`src/rtl/mul_sched.sv`:
```
// mul_sched: round-robin scheduler sharing one registered multiplier among NUM_REQ requesters.
// Latency: grant at T, clear at T+1, enable T+2..T+1+RUN_CYCLES, response valid at T+3+RUN_CYCLES.
// Backpressure: response held in RESP until iRespReady; no grants are issued until it is consumed.
// Option: MUL_SCHED_ZERO_SKIP_EN answers jobs with a zero operand directly (response at T+1).
module mul_sched #(
  parameter int BITWIDTH   = 8,
  parameter int NUM_REQ    = 4,
  parameter int RUN_CYCLES = 256
) (
  input  logic                          iClk,
  input  logic                          iRstN,
  input  logic [NUM_REQ-1:0]            iReqValid,
  input  logic [NUM_REQ*BITWIDTH-1:0]   iReqData0,
  input  logic [NUM_REQ*BITWIDTH-1:0]   iReqData1,
  output logic [NUM_REQ-1:0]            oReqReady,
  output logic                          oMulEn,
  output logic                          oMulClr,
  output logic [BITWIDTH-1:0]           oMulData0,
  output logic [BITWIDTH-1:0]           oMulData1,
  input  logic [2*BITWIDTH-1:0]         iMulData,
  output logic                          oRespValid,
  output logic [$clog2(NUM_REQ)-1:0]    oRespId,
  output logic [2*BITWIDTH-1:0]         oRespData,
  input  logic                          iRespReady,
  output logic                          oBusy
);

  localparam int IDW  = $clog2(NUM_REQ);
  localparam int CNTW = $clog2(RUN_CYCLES + 1);

  localparam logic [2:0] IDLE    = 3'd0;
  localparam logic [2:0] CLEAR   = 3'd1;
  localparam logic [2:0] RUN     = 3'd2;
  localparam logic [2:0] CAPTURE = 3'd3;
  localparam logic [2:0] RESP    = 3'd4;

  logic [2:0]          state;
  logic [IDW-1:0]      rrPtr;
  logic [IDW-1:0]      winner;
  logic [IDW-1:0]      scanIdx;
  logic                found;
  logic                grant;
  logic [CNTW-1:0]     runCnt;
  logic [BITWIDTH-1:0] winData0;
  logic [BITWIDTH-1:0] winData1;

  // Round-robin scan starting at rrPtr; the pointer width makes the wrap free.
  always_comb begin
    found    = 1'b0;
    winner   = '0;
    scanIdx  = '0;
    winData0 = '0;
    winData1 = '0;
    for (int i = 0; i < NUM_REQ; i++) begin
      scanIdx = rrPtr + IDW'(i);
      if (!found && iReqValid[scanIdx]) begin
        found  = 1'b1;
        winner = scanIdx;
      end
    end
    for (int i = 0; i < NUM_REQ; i++) begin
      if (winner == IDW'(i)) begin
        winData0 = iReqData0[i*BITWIDTH +: BITWIDTH];
        winData1 = iReqData1[i*BITWIDTH +: BITWIDTH];
      end
    end
  end

  // Grant only from IDLE and never while reset is being applied.
  always_comb begin
    grant     = found && iRstN && (state == IDLE);
    oReqReady = '0;
    for (int i = 0; i < NUM_REQ; i++) begin
      oReqReady[i] = grant && (winner == IDW'(i));
    end
  end

  // Control outputs decoded from the state register, so they clear with it.
  always_comb begin
    oMulClr    = (state == CLEAR);
    oMulEn     = (state == RUN);
    oRespValid = (state == RESP);
    oBusy      = (state != IDLE);
  end

  // Job sequencing, operand/result registers and round-robin pointer.
  always_ff @(posedge iClk) begin
    if (!iRstN) begin
      state     <= IDLE;
      rrPtr     <= '0;
      runCnt    <= '0;
      oMulData0 <= '0;
      oMulData1 <= '0;
      oRespId   <= '0;
      oRespData <= '0;
    end else begin
      case (state)
        IDLE: begin
          if (grant) begin
            oMulData0 <= winData0;
            oMulData1 <= winData1;
            oRespId   <= winner;
            rrPtr     <= winner + IDW'(1);
`ifdef MUL_SCHED_ZERO_SKIP_EN
            if ((winData0 == '0) || (winData1 == '0)) begin
              oRespData <= '0;
              state     <= RESP;
            end else begin
              state <= CLEAR;
            end
`else
            state <= CLEAR;
`endif
          end
        end
        CLEAR: begin
          runCnt <= '0;
          state  <= RUN;
        end
        RUN: begin
          if (runCnt == CNTW'(RUN_CYCLES - 1)) begin
            runCnt <= '0;
            state  <= CAPTURE;
          end else begin
            runCnt <= runCnt + 1'b1;
          end
        end
        CAPTURE: begin
          oRespData <= iMulData;
          state     <= RESP;
        end
        RESP: begin
          if (iRespReady) begin
            state <= IDLE;
          end
        end
        default: state <= IDLE;
      endcase
    end
  end

endmodule

```
`config.mk`:
```
export PLATFORM = sky130hd
export DESIGN_NAME = mul_sched
export DESIGN_NICKNAME = d
export VERILOG_FILES = /design/src/rtl/mul_sched.sv
export SDC_FILE = /design/constraint.sdc
export NUM_CORES = 1
export LEC_CHECK = 0
export ABC_AREA = 1
export CAP_MARGIN = 20
export CORE_MARGIN = 2
export CORE_UTILIZATION = 44
export CTS_CLUSTER_DIAMETER = 200
export DETAILED_ROUTE_END_ITERATION = 8
export PLACE_DENSITY = 0.86
export SYNTH_ARGS = -nofsm -noshare
export SYNTH_HDL_FRONTEND = slang
export SYNTH_SLANG_ARGS = --single-unit
export TNS_END_PERCENT = 30
```
`constraint.sdc`:
```
create_clock -name iClk -period 8.3 [get_ports iClk]
set_input_delay 1.245 -clock iClk [delete_from_list [all_inputs] [get_ports iClk]]
set_output_delay 1.245 -clock iClk [all_outputs]
set_load 0.005 [all_outputs]
```
==> impl.org <==
** Status
- Run status :: complete, no violations

** Yosys
- The average instance in the mapped netlist occupies 6.31 um^2.
- Synth cell types :: 29
- Share of synthesized registers carrying an async set or reset :: 0
- When the netlist entered floorplanning its net count stood at 514.
- Sorting the synthesized cells by area gives the leading types as dfxtp_1, nand2_1, o21ai_0, nor2_1, nand3_1.
- Sequential area share after synthesis :: 0.361
- Flip-flop cell with the highest count after synthesis :: dfxtp_1
- In this run the cell area of the synthesized design comes to 2660 um^2.
- Most instantiated library cell after synthesis :: nand2_1
- Yosys top cell by area :: dfxtp_1
- Flops & latches, synth :: 48
- The commonest cells after synthesis are nand2_1, o21ai_0, dfxtp_1, nor2_1, inv_1.
- Top-area cell type share of the netlist area :: 0.361
- Total number of yosys warnings :: 0
- In this run, synthesis inferred 0 flip-flops with an integrated enable.
- Synth Instances :: 422

** Power and ir drop
- Power share of the sequential group :: 0.250
- Proportion of power drawn by combinational gates :: 0.642
- Clk pwr share :: 0.108
- Power after layout :: 1.27 mW
- Ratio of total power to cell area :: 314 nW/um^2
- Design internal power :: 0.674 mW
- Of the total power, the share spent switching nets is 0.467.
- For this design the static power due to leakage is 1.77 nW.
- For this design the total switching power over the nets is 0.591 mW.
- Worst vdd rail ir drop :: 0.220 mV

** Clock network
- After clock tree synthesis, the clock-pin slew on the worst setup and hold paths is 0.09 ns.
- TritonCTS built the clock tree.
- Clock tree root driver cell :: clkbuf_8
- Buffers inserted during post-CTS setup optimization :: 0
- Cts repair resizes :: 0
- The number of hold buffers added after CTS was 0.
- The H-tree was split into 2 levels.
- CTS max path bufs :: 2
- Counting every sink on the clock net gives 48.
- Number of buffers created by CTS :: 5
- Worst-skew pair later-pin latency :: 0.30 ns

** Place
- Detailed placer's ending HPWL :: 5860 um
- At the end of routability-driven placement, the weighted congestion stood at 0.879.
- Count of input and output buffers :: 128

** Global route
- Initial antenna violation count :: 0
- The number of global-route vias before repair was 2,900.
- Leftover overflow at the end of global routing :: 0
- Entering global routing, the biggest net connects 41 pins.
- Highest-utilization routing layer at the global route stage :: met2
- Met3 usage :: 0.0505
- Global-route met1 utilization :: 0.279
- Global-route usage over all layers :: 0.236
- Met2 track utilization from global routing :: 0.424
- Wire length of the first global-routing pass :: 12,500 um

** Die
- Pin placement for this block handled 129 I/O pins.
- Area of the die :: 6690 um^2
- Starting density of the core :: 0.453
- Die extent in y :: 81.8 um
- The region available for standard cell placement spans 5890 um^2.
- Die extent in x :: 81.8 um
- The floorplan has 28 rows.

** Detailed routing
- First-pass detailed-route iteration total :: 4
- DRC violation count after routing :: 0
- Once detail routing completed, the nets flagged for antenna violations numbered 0.
- After detailed routing, the average wire length per cell comes to 12.2 um.
- After the first detailed-routing iteration, the DRC count stood at 107.
- Using the TritonRoute via totals, the vias-per-cell ratio works out to 4.91.
- Summing over every cut layer, the via total after detailed routing is 3,016.
- Total Routed Length :: 7480 um

** Worst hold path
- Min-Delay Path Class :: reg2reg
- Depth of the worst hold-timing path :: 2

** Cells and area
- Diodes inserted :: 0
- After filler insertion, the fill cell instance count of the layout stands at 492.
- Final-stage net count :: 630
- Of the cells placed in the final design, the portion with a size suffix greater than 1 is 0.0371.
- Area delta synth->final :: 51.2%

** Timing
- For this run, the top clock speed supported by timing is 180 MHz.
- For the pin with the worst max-slew slack, the measured transition is 0.893 ns.
- Setup TNS after final layout :: 0 ns
- Slew Viols, Final :: 0
- Dividing the final minimum period by the clock period gives 0.669.
- Final clock skew :: 0.0102 ns
- RSZ-0062 raised after global routing :: false
- Post-layout minimum cycle time :: 5.55 ns
- Measured against its own limit, the worst slew margin works out to 0.403.
- The number of failing hold endpoints at the final stage was 0.
- Final setup violation count :: 0

** Job
- Max-cap violations in this run came to 0.

** Setup path
- Slowest CP cell :: ha_1
- Kind of cell adding the most delay to the critical path :: buffers and inverters
- Element type at the critical path end :: primary output
- Largest stage delay on the critical path :: 0.59 ns
- CP Cell Sequence :: clkdlybuf4s50_1, inv_1, nand2_1, nand3_2, nand2_2, nor2_4, nand2_1, o211ai_1, ha_1, inv_1, nor2_1, clkdlybuf4s50_1
- In this run the number of cells on the critical path is 12.
- Count of buffer and inverter cells on the critical path :: 4
- Data arrives at the worst endpoint at 4.31 ns.
- Critical path startpoint category :: primary input
- Depth of the most critical reg-to-reg path :: 17
- Required time of the worst setup path :: 7.05 ns
- Max Fanout on Critical Path :: 17
- By startpoint and endpoint, the worst setup path is classified as in2out.
-- worst paths after layout --
kind / from / to / slack (ns)
setup / recovery: iReqValid[3] / oReqReady[2] / 2.75
hold / removal: oMulData1[5]$_SDFFE_PN0P_ / oMulData1[5]$_SDFFE_PN0P_ / 0.47
setup reg to reg: rrPtr[0]$_SDFFE_PN0P_ / oMulData1[2]$_SDFFE_PN0P_ / 4.61
hold reg to reg: oMulData1[5]$_SDFFE_PN0P_ / oMulData1[5]$_SDFFE_PN0P_ / 0.47
-- cell families (layout without fill, tap and decap cells) --
| group | count (synthesis) | count (layout) | synth area share |
|---|---|---|---|
| flip-flops | 48 | 48 | 0.361 |
| buffers and inverters | 51 | 168 | 0.0845 |
| AND/OR/NAND/NOR | 233 | 233 | 0.363 |
| XOR/XNOR | 2 | 2 | 0.00658 |
| adder cells (fa/ha/maj) | 5 | 5 | 0.0235 |
| AO/OA/AOI/OAI | 83 | 83 | 0.162 |
-- per-layer routing --
| layer | part of all wire | up-vias |
|---|---|---|
| li1 | - | 1583 |
| met2 | 0.51 | 112 |
| met3 | 0.060 | 8 |
| met4 | 0.012 | 0 |
| met5 | 0 | - |
| met1 | 0.42 | 1313 |
-- through the flow --
| step | cell area, um^2 | setup WS (ns) | utilization | instances | hold slack (ns) |
|---|---|---|---|---|---|
| finish | 4030 | 2.75 | 0.684 | 614 | 0.470 |
| global route | 4030 | 2.50 | 0.684 | 614 | 0.495 |
| CTS | 4030 | 2.78 | 0.684 | 614 | 0.472 |
| detailed placement | 3940 | 2.79 | 0.669 | 606 | 0.460 |
| global placement | 3940 | 2.97 | 0.669 | 606 | 0.453 |
| floorplan | 2660 | 4.20 | - | 422 | 0.445 |
-- cells in the final DEF, fill, tap and decap left out, types with 2 or more instances in the layout --
master and instances:
nand3_1 26, o22ai_1 2, nand2_1 146, and3_1 2, nand4_1 2, inv_1 27, o21ai_0 52, a211oi_1 2
inv_2 2, a21oi_1 23, nor2_1 48, clkdlybuf4s50_1 128, ha_1 5, dfxtp_1 48, nand2_2 3, nand3_2 2
clkbuf_8 5, xor2_1 2, clkinv_2 2
-- layout make-up --
class | instances | area (um^2) | area share
Clock buffer | 5 | 68.8 | 0.0171
Clock inverter | 3 | 18.8 | 0.00466
Inverter | 31 | 119 | 0.0295
Multi-Input combinational cell | 323 | 1480 | 0.367
Sequential cell | 48 | 961 | 0.239
Tap cell | 75 | 93.8 | 0.0233
Timing Repair Buffer | 129 | 1290 | 0.320
-- flip-flops by register name (all words and copies together) (netlist names) --
name / flops
state: 3
oRespData: 16
oRespId: 2
oMulData0: 8
rrPtr: 2
oMulData1: 8
runCnt: 9
-- power by group through the flow --
| stage | Sequential (mW) | Combinational, mW | Clock (mW) |
|---|---|---|---|
| after floorplan | 0.315 | 0.569 | 0 |
| after global placement | 0.319 | 0.781 | 0 |
| after detailed placement | 0.322 | 0.806 | 0 |
| after CTS | 0.316 | 0.811 | 0.139 |
| after global routing | 0.324 | 0.940 | 0.151 |
| final | 0.317 | 0.812 | 0.136 |
-- worst min-delay path, cell delays in order (launching register included) --
cell     delay (ns)
dfxtp_1        0.32
nand3_1        0.07
nand2_1        0.04
No activity file was read; power rests on OpenSTA's default activity.
